`config.mk`:
```
export PLATFORM = sky130hd
export DESIGN_NAME = mem_cmd_sequencer
export DESIGN_NICKNAME = d
export VERILOG_FILES = /design/src/rtl/mem_cmd_sequencer.sv
export SDC_FILE = /design/constraint.sdc
export NUM_CORES = 1
export LEC_CHECK = 0
export BUFFER_PORTS_ARGS = -buffer_cell sky130_fd_sc_hd__buf_2
export CAP_MARGIN = 20
export CORE_MARGIN = 8
export CORE_UTILIZATION = 59
export DETAILED_ROUTE_END_ITERATION = 12
export MAX_ROUTING_LAYER = met4
export PLACE_DENSITY = 0.94
export REMOVE_ABC_BUFFERS = 1
export SLEW_MARGIN = 10
export SYNTH_ARGS = -nofsm -noshare
export SYNTH_HDL_FRONTEND = slang
export SYNTH_SLANG_ARGS = --single-unit
```
`constraint.sdc`:
```
create_clock -name clk_i -period 5.3 [get_ports clk_i]
set_clock_uncertainty 0.05 [all_clocks]
set_input_delay 0.53 -clock clk_i [delete_from_list [all_inputs] [get_ports clk_i]]
set_output_delay 0.53 -clock clk_i [all_outputs]
set_load 0.05 [all_outputs]
```
`src/rtl/mem_cmd_sequencer.sv`:
```
// mem_cmd_sequencer: issues COUNT write/read commands over valid/ready with configurable addressing, then drains.
module mem_cmd_sequencer #(
  parameter int          ADDR_W    = 32,
  parameter int          CNT_W     = 16,
  parameter int          BURST_W   = 11,
  parameter logic [31:0] LFSR_TAPS = 32'h80200003
) (
  input  logic               clk_i,
  input  logic               rst_i,
  input  logic               start_i,
  input  logic               abort_i,
  input  logic               err_i,
  input  logic               busy_i,
  input  logic [1:0]         cfg_mode_i,
  input  logic [2:0]         cfg_addr_mode_i,
  input  logic [CNT_W-1:0]   cfg_count_i,
  input  logic [ADDR_W-1:0]  cfg_base_i,
  input  logic [ADDR_W-1:0]  cfg_stride_i,
  input  logic [BURST_W-1:0] cfg_burst_i,
  output logic               op_valid_o,
  input  logic               op_ready_i,
  output logic               op_write_o,
  output logic [ADDR_W-1:0]  op_addr_o,
  output logic [BURST_W-1:0] op_burst_o,
  output logic               busy_o,
  output logic               done_o,
  output logic [1:0]         result_o,
  output logic [CNT_W-1:0]   issued_o
);
  typedef enum logic [2:0] {IDLE, WR, RD, PAIR_WR, PAIR_RD, DRAIN, FINISH} state_e;
  localparam logic [ADDR_W-1:0] TAPS = ADDR_W'(LFSR_TAPS);
  state_e             state_q, state_d;
  logic               valid_q, valid_d;
  logic [ADDR_W-1:0]  addr_q, addr_d, lfsr_q, lfsr_d, stride_q, stride_d;
  logic [CNT_W-1:0]   rem_q, rem_d, issued_q, issued_d;
  logic [1:0]         result_q, result_d;
  logic [2:0]         amode_q, amode_d;
  logic [BURST_W-1:0] burst_q, burst_d;
  logic               fire, issuing, cmd_done, last;
  logic [ADDR_W-1:0]  addr_adv, lfsr_adv;
  always_comb begin
    fire     = valid_q & op_ready_i;
    issuing  = state_q inside {WR, RD, PAIR_WR, PAIR_RD};
    // a write+read pair completes only when its read fires
    cmd_done = fire & (state_q != PAIR_WR);
    last     = cmd_done & (rem_q == CNT_W'(1));
    addr_adv = amode_q == 3'd4 ? addr_q + stride_q :
               amode_q == 3'd5 ? addr_q - stride_q :
               amode_q inside {3'd2, 3'd3} ? {addr_q[ADDR_W-2:0], addr_q[ADDR_W-1]} : addr_q;
    lfsr_adv = {lfsr_q[ADDR_W-2:0], ^(lfsr_q & TAPS)};
    state_d  = state_q;
    valid_d  = valid_q;
    addr_d   = addr_q;
    lfsr_d   = lfsr_q;
    stride_d = stride_q;
    rem_d    = rem_q;
    issued_d = issued_q;
    result_d = result_q;
    amode_d  = amode_q;
    burst_d  = burst_q;
    case (state_q)
      IDLE: if (start_i) begin
        amode_d  = cfg_addr_mode_i;
        stride_d = cfg_stride_i;
        burst_d  = cfg_burst_i;
        rem_d    = cfg_count_i;
        issued_d = '0;
        result_d = 2'd0;
        valid_d  = 1'b0;
        addr_d   = cfg_addr_mode_i == 3'd2 ? ~ADDR_W'(1) :
                   cfg_addr_mode_i == 3'd3 ? ADDR_W'(1) : cfg_base_i;
        lfsr_d   = cfg_base_i == '0 ? '1 : cfg_base_i;
        state_d  = cfg_count_i == '0 ? DRAIN :
                   cfg_mode_i == 2'd1 ? RD : cfg_mode_i == 2'd2 ? PAIR_WR : WR;
      end
      WR, RD, PAIR_WR, PAIR_RD: begin
        valid_d = 1'b1;
        if (fire && state_q == PAIR_WR) state_d = PAIR_RD;
        if (cmd_done) begin
          rem_d    = rem_q - CNT_W'(1);
          issued_d = issued_q + CNT_W'(issued_q != '1);
          addr_d   = addr_adv;
          lfsr_d   = lfsr_adv;
          if (state_q == PAIR_RD) state_d = PAIR_WR;
        end
        if (last || err_i || abort_i) begin
          state_d = DRAIN;
          valid_d = 1'b0;
        end
      end
      DRAIN:   if (!busy_i) state_d = FINISH;
      FINISH:  state_d = IDLE;
      default: state_d = IDLE;
    endcase
    if (state_q != IDLE && err_i) result_d = 2'd1;
    else if (issuing && abort_i && result_q != 2'd1) result_d = 2'd2;
  end
  always_ff @(posedge clk_i or posedge rst_i) begin
    if (rst_i) begin
      state_q  <= IDLE;
      valid_q  <= 1'b0;
      addr_q   <= '0;
      lfsr_q   <= '1;
      stride_q <= '0;
      rem_q    <= '0;
      issued_q <= '0;
      result_q <= 2'd0;
      amode_q  <= 3'd0;
      burst_q  <= '0;
    end else begin
      state_q  <= state_d;
      valid_q  <= valid_d;
      addr_q   <= addr_d;
      lfsr_q   <= lfsr_d;
      stride_q <= stride_d;
      rem_q    <= rem_d;
      issued_q <= issued_d;
      result_q <= result_d;
      amode_q  <= amode_d;
      burst_q  <= burst_d;
    end
  end
  assign op_valid_o = valid_q;
  assign op_write_o = state_q inside {WR, PAIR_WR};
  assign op_addr_o  = amode_q == 3'd1 ? lfsr_q : addr_q;
  assign op_burst_o = burst_q;
  assign busy_o     = state_q != IDLE;
  assign done_o     = state_q == FINISH;
  assign result_o   = result_q;
  assign issued_o   = issued_q;
endmodule

```
==> impl.org, run 1 <==
** STA
- Final critical-path share of the clock period :: 0.6630
- In the post-route analysis, the smallest setup slack over all paths is 1.786 ns.
- RSZ-0062 raised after global routing :: false
- The final-report hold violation count is 0.
- Transition at the pin with the smallest max-transition slack :: 1.120 ns
- The worst path needs 3.514 ns of the cycle, external delays included.
- The number of pins with negative max-slew slack in the final report came to 0.
- Static timing analysis puts the maximum clock frequency at 0.2846 GHz.
- In this run the tightest slew margin relative to its limit is 0.2502.
- Count of final setup violators :: 0

** Critical path
- Library cell appearing most often on the critical path :: a21oi_1
- Kind of end point of the critical path :: register
- In this run the critical register-to-register path is launched from stride_q[0].
- Critical path launch point type :: register
- Worst setup path category :: reg -> reg
- For the worst setup path, the data required time is 5.63 ns.
- The number of buffers and inverters on the critical path is 0.
- Among all stages on the critical path, the largest delay is contributed by o31ai_1.
- The critical path starts at stride_q[0].
- Crit path capture :: addr_q[16]
- In this run the register-to-register setup slack is 1.79 ns.
- Logic depth of the worst path, buffers included :: 12
- The cell family contributing the most delay on the critical path is compound AO/OA/AOI/OAI gates.
- Worst Reg2Reg Path Length in Cells :: 12
- In this run the critical register-to-register path is captured at addr_q[16].
- Data on the critical path arrives at its endpoint at 3.84 ns.
- In this run the worst path has a maximum fanout of 4.
- Biggest cell delay along the critical path :: 0.49 ns
- List of cells traversed by the critical path :: ha_1 > fa_1 > nor2b_1 > o311ai_1 > a21oi_1 > o31ai_1 > a21oi_1 > nor3b_1 > a21oi_1 > xnor2_1 > a2111oi_0 > a21o_1

** CTS
- Buffers inserted to repair hold after CTS numbered 0.
- TritonCTS built the clock tree.
- Post-CTS repair changed the size of 0 cells.
- The longest clock path from root to sink contains 2 buffers.
- Counting the buffers created by CTS gives 17.
- Clock-pin slew was measured on the worst setup and hold paths at 0.07 ns.
- In this run the post-CTS setup repair buffer count came out at 0.
- CTS built an H-tree with a depth of 4.
- Clock network latency to the later pin of the worst-skew pair :: 0.44 ns
- CTS root buffer :: clkbuf_16
- Sink Count :: 148

** Drt
- Wire length per cell :: 20.26 um
- DR DRC count :: 0
- Total routed wirelength :: 35360 um
- In this run, the number of DRC markers left after iteration 0 of detailed routing was 1110.
- After detailed routing, the number of vias per cell comes to 6.458.
- First-pass DRT Iterations :: 8
- The detail route stage leaves a number of antenna-violating nets equal to 0.
- Across all layers, the routed design uses 11.27k vias.

** Floorplanning
- After floorplanning, the core was sized to cover 0.01852 mm2.
- Die ar. :: 0.02333 mm2
- Row count :: 50
- Die Height :: 152.8 um
- Starting density of the core :: 0.5958
- Die X-Extent :: 152.8 um
- Pin placement for this block handled 168 I/O pins.

** Placement
- Routability-driven placement finished with a final weighted congestion of 0.9974.
- Worst slack at placement :: 1.901 ns
- The wire-length estimate of the detail-placed layout is 24830 um.
- Counting tap cells, the placed design contains a total of 1708 instances.
- Port bufs :: 167

** Global route
- The first global-routing pass estimated 57370 um of wire.
- Congestion Overflow GR :: 0
- Vias in the first global route :: 11.23k
- Number of antenna violations at the first check in global routing :: 2
- Entering global routing, the biggest net connects 118 pins.
- Across every metal layer, demand over resource in global routing totals 0.3067.

** Synthesis
- After technology mapping, the gate count stands at 1376.
- Of the synthesized area, sequential elements account for 0.3393.
- Primary flip-flop cell chosen by synthesis mapping :: dfrtp_1
- Syn avg cell area :: 8.018 um2
- Synth warnings :: 0
- Unique cell type count in the Yosys netlist :: 71
- The mapped netlist covers 0.01103 mm2.
- Count of flip-flops with a built-in enable after synthesis :: 0
- Counting flops and latches in the post-synthesis netlist gives 148.
- After synthesis, the share of flip-flops with an asynchronous set or reset is 1.000.

** Final layout
- The layout has 1474 filler cells.
- For this run, the share of the core covered by cells in the final layout is 0.6825.
- Compared with the post-synthesis result, the final layout area differs by 14.55%.
- Leaving out fill and tap cells, the most frequent cells in the layout are nand2_1, buf_2, a21oi_1.
- The count of cells in the finished layout, fillers not included, comes to 1745.
- Most common cell after layout, fill and taps aside :: nand2_1
- The multi-input combinational cells in the finished layout cover a total of 0.006726 mm2.
- Of the cells placed in the final design, the portion with a size suffix greater than 1 is 0.1968.
- After the last flow step, the layout net total stands at 1668.
- Across the whole layout, storage elements account for 0.003744 mm2.

** Run status
- Outcome :: complete, no violations

** Power and ir drop
- Summed over all cells, the static leakage comes to 5.651 nW.
- Worst vdd rail ir drop :: 0.0003549 V
- Cell Pwr Density :: 800.2 mW/mm2

** Hold path
- Type of the tightest min-delay check :: in -> async

** Run
- Max_cap viols :: 0
## layer usage
layer,vias up,GRT usage,wire (um)
li1,5202,-,-
met1,5301,0.3742,14080
met2,669,0.4882,16780
met3,97,0.07402,3554
met4,0,0.1117,941
met5,-,-,0
## synthesized netlist by cell type, types with 16 or more instances
cell | count | area, um2
nor3_1 | 36 | 180.2
o22ai_1 | 37 | 231.5
a21oi_1 | 134 | 670.6
nand3_1 | 26 | 130.1
nor4_1 | 21 | 131.4
ha_1 | 67 | 838.3
xor2_1 | 22 | 192.7
dfrtp_1 | 116 | 2903
nor2_1 | 103 | 386.6
mux2_2 | 31 | 349.1
inv_1 | 69 | 259.0
clkbuf_1 | 69 | 259.0
o21bai_1 | 19 | 142.6
xnor2_1 | 27 | 236.5
o31ai_1 | 16 | 120.1
dfstp_2 | 32 | 840.8
a211oi_1 | 21 | 157.7
nand2_1 | 185 | 694.4
o21ai_0 | 122 | 610.6
## layout make-up
class                      instances  area share
antenna                            2   0.0003960
clock buffer                      21     0.03643
multi-input combinational       1073      0.5322
sequential                       148      0.2962
tap                              234     0.02317
timing repair buffer             182     0.07821
inverter                          74     0.02237
clock inverter                    11     0.01099
## stage by stage
stage | area, um2 | hold slack (ns) | setup TNS (ns) | total power, mW
finish | 12640 | 0.05405 | 0 | 10.11
global route | 12640 | 0.08524 | 0 | 10.81
CTS | 12570 | 0.2211 | 0 | 9.981
detailed placement | 11970 | 0.4076 | 0 | 8.679
global placement | 11970 | 0.4037 | 0 | 8.554
floorplan | 10720 | 0.4140 | -0.1526 | 6.949
## kinds of logic after synthesis
group	share of synthesized area
flops	0.3393
xor+xnor	0.03890
fa+ha+maj	0.07961
compound gates	0.2589
simple gates	0.1870
mux	0.04253
buf+inv	0.05375
## how the worst min path moves through the flow
stage                     slack, ns  cells past startpoint            end           start
after floorplan                0.41                      2     lfsr_q[10]      lfsr_q[10]
after global placement         0.40                      2  op_burst_o[4]   op_burst_o[4]
after detailed placement       0.41                      2  op_burst_o[6]   op_burst_o[6]
after CTS                      0.22                      3  op_burst_o[3]  cfg_burst_i[3]
after global routing           0.09                      2  op_burst_o[0]           rst_i
final                          0.05                      2  op_burst_o[9]           rst_i
## power breakdown
part,internal [mW],switching (mW),total [mW],leakage [nW]
combinational,2.31,4.41,6.72,3.59
sequential,1.63,0.492,2.13,1.77
clock,0.731,0.534,1.26,0.288
## registers in the layout, indices dropped and copies added (netlist names)
register    count
rem_q          16
op_burst_o     11
addr_q         32
lfsr_q         32
result_o        2
amode_q         3
state_q         3
op_valid_o      1
issued_o       16
stride_q       32
Note: power is estimated with default switching activity, not from simulation.
==> inputs of run 2 (changes only) <==
--- a/config.mk
+++ b/config.mk
@@ -8,10 +8,10 @@
 export BUFFER_PORTS_ARGS = -buffer_cell sky130_fd_sc_hd__buf_2
 export CAP_MARGIN = 20
 export CORE_MARGIN = 8
-export CORE_UTILIZATION = 59
+export CORE_UTILIZATION = 53
 export DETAILED_ROUTE_END_ITERATION = 12
 export MAX_ROUTING_LAYER = met4
-export PLACE_DENSITY = 0.94
+export PLACE_DENSITY = 0.9
 export REMOVE_ABC_BUFFERS = 1
 export SLEW_MARGIN = 10
 export SYNTH_ARGS = -nofsm -noshare
==> constraint.sdc (replaced) <==
create_clock -name clk_i -period 3.2 [get_ports clk_i]
set_clock_uncertainty 0.05 [all_clocks]
set_input_delay 0.32 -clock clk_i [delete_from_list [all_inputs] [get_ports clk_i]]
set_output_delay 0.32 -clock clk_i [all_outputs]
set_load 0.05 [all_outputs]
==> run 2 against run 1 <==
The flow now finishes with violations (negative setup slack); sequential share of layout area fell by 2.0 points; non-clock buffer count is 75 higher; register-to-register slack lost 1.9 ns; core utilization decreased by 1.6 points; worst setup slack got worse by 1.9 ns; first-iteration DRC count grew 5.3%; clock-buffer cell count fell by 4; sequential cell count did not move; final cell count rose by 6.3%; final area grew 7.4%; hold slack got worse by 0.036 ns; critical path type unchanged; highest routed layer unchanged.
==> impl.org, run 2 (synthesized netlist as in run 1, its figures left out) <==
** Final layout
- Area grow syn2layout :: 23.00%
- Fillers :: 1617 (+9.7%)
- In the final layout, the registers with the most flip-flops are addr_q x32, lfsr_q x32, stride_q x32.
- The library cell used most frequently in the layout, excluding fill and tap cells, is nand2_1.
- The share of cells above drive strength 1 came to 0.2670 (+0.07023).
- Final std cells w/o fill :: 1855 (+6.3%)
- The net count of the finished layout was 1743 (+4.5%).
- In the layout the commonest cells are nand2_1, buf_2, a21oi_1.

** Floorplanning
- The initial core utilization came to 0.5418 (-0.05403).
- Die ar. :: 0.02569 mm2 (+10%)
- Number of top-level pins :: 168 (unchanged)
- The area of the placeable core came to 0.02036 mm2 (+10%).
- The die height is 160.3 um (+4.9%).
- Row count :: 52 (+4.0%)
- Die X-Extent :: 160.3 um (+4.9%)

** STA
- Count of final setup violators :: 3 (+3)
- The share of the clock period used by the worst path came to 1.021 (+0.3577).
- Top achievable clock speed :: 0.3062 GHz (+7.6%)
- Final worst-path setup slack :: -0.06613 ns (-1.852 ns)
- RSZ-0062 raised after global routing :: true
- Crit path time final :: 3.266 ns (-0.2478 ns)
- The headroom to the max-slew limit is 0.4895 (+0.2392).
- Transition at the pin with the smallest max-transition slack :: 0.7639 ns (-0.3565 ns)
- Final max-slew violation count :: 0 (unchanged)
- Final hold violation count :: 0 (unchanged)

** Critical path
- Worst setup path category :: reg -> reg
- On the critical path, the stage with the largest delay is an instance of a221o_1.
- Broken down by cell family, the worst path's largest delay share belongs to compound AO/OA/AOI/OAI gates.
- Critical path launch point type :: register
- List of cells traversed by the critical path :: buf_4 > ha_4 > nor2b_1 > o31ai_2 > a22oi_2 > a221o_1 > buf_6 > a31o_4 > a21oi_4 > o21ai_1 > a21oi_1 > mux2i_1 > nor2_1
- CP Max Fanout :: 3 (-1)
- The critical path data required time is 3.47 ns (-2.16 ns).
- Crit path buffers/inverters :: 2 (+2)
- The maximum cell stage delay along the critical path was 0.40 ns (-0.09 ns).
- The signal arrival time at the worst endpoint came to 3.53 ns (-0.31 ns).
- Kind of end point of the critical path :: register

** CTS
- The number of H-tree branching levels is 4 (unchanged).
- The number of buffers between clock root and the deepest sink came to 2 (unchanged).
- Clock input transition at the sequential cells of the worst setup and hold paths :: 0.07 ns (about the same)
- The cell sitting at the root of the clock tree is a clkbuf_16.
- Number of clock buffers inserted by TritonCTS :: 17 (unchanged)
- CTS tree :: yes
- The clock latency of the later-clocked register in the worst-skew pair was 0.43 ns (about the same).
- Sink Count :: 148 (unchanged)

** Drt
- The routed via count divided by cell count came to 6.317 (-2.2%).
- Number of violations reported at the end of detailed-routing iteration 0 :: 1169 (+5.3%)
- The via total after detailed routing was 11.72k (+4.0%).
- DRT antenna net count :: 0 (unchanged)
- The total wire length after detailed routing was 37800 um (+6.9%).
- First-pass DRT Iterations :: 6 (-2)
- The post-route DRC violation count is 0 (unchanged).
- The average wire per standard cell is 20.38 um (+0.57%).

** Placement
- Routability-driven placement congestion ratio :: 0.9912 (-0.62%)
- The detailed placer's ending HPWL is 27050 um (+8.9%).
- Worst slack at placement :: -0.1089 ns (-2.010 ns)
- The number of I/O port buffers is 167 (unchanged).
- The number of cells in the design after placement was 1808 (+5.9%).

** Run status
- The run finished, with violations left.
- Violated checks :: negative setup slack

** Run
- The number of violations of the max-capacitance limit was 0 (unchanged).

** Global route
- The number of antenna violations at the first check in global routing was 1 (-1).
- Overall global routing resource usage :: 0.2914 (-0.01523)
- Wire length of the first global-routing pass :: 59840 um (+4.3%)
- The global route total overflow came to 0 (unchanged).
- Vias in the first global route :: 11.78k (+4.9%)
- Maximum number of pins on one net before global-route repair :: 110 (-6.8%)

** Hold path
- Type of the tightest min-delay check :: in -> reg
[run 2: final timing paths]
check	endpoint	slack (ns)	from	cells after the start
min reg2reg	op_burst_o[2]	0.42	op_burst_o[2]	2
max	addr_q[27]	-0.07	addr_q[1]	13
min in group asynchronous	op_burst_o[10]	0.33	rst_i	3
max in group asynchronous	rem_q[3]	1.87	rst_i	5
min	op_burst_o[8]	0.02	cfg_burst_i[8]	3
max reg2reg	addr_q[27]	-0.07	addr_q[1]	13
[run 2: final cells by class]
cell class                 instances  area [um2]  area share
antenna                            1       2.502   0.0001844
clock buffer                      17       425.4     0.03135
clock inverter                    15       162.7     0.01199
inverter                          74       282.8     0.02084
multi-input combinational       1073        7028      0.5179
sequential                       148        3744      0.2759
tap                              270       337.8     0.02489
timing repair buffer             257        1588      0.1170
[run 2: metrics by stage]
step                  util  instance area [um2]  setup TNS (ns)  hold WS [ns]
global route        0.6664                13570          -1.056       0.01873
floorplan                -                10720         -269.11        0.3754
detailed placement  0.6159                12540         -0.2004        0.4079
CTS                 0.6460                13160      -0.0009344       0.01189
finish              0.6664                13570         -0.1088       0.01775
global placement    0.6159                12540               0        0.4032
[run 2: what timing repair did]
| item | CTS | global route |
|---|---|---|
| setup endpoints to repair | 6 | 19 |
| resized for setup | 6 | 67 |
| endpoints found under the hold margin | 0 | 22 |
| pin swaps | 2 | 30 |
| cloned | 0 | 0 |
| hold buffers | 0 | 1 |
| buffers inserted | 0 | 13 |
[run 2: per-layer routing]
metal / vias to the layer above / part of all wire / GRT usage
li1: 5344 / - / -
met1: 5574 / 0.41 / 0.3571
met2: 683 / 0.46 / 0.4570
met3: 117 / 0.095 / 0.06710
met4: 0 / 0.032 / 0.1211
met5: - / 0 / -
[run 2: tightest hold or removal path: cells and delay by family]
kind / cells / cell delay (ns)
AND/OR/NAND/NOR: 2 / 0.08
buffers and inverters: 1 / 0.07
Power of run 2 is not shown: default switching activity piles up to over one toggle a cycle in this logic, so the estimate is an artifact.
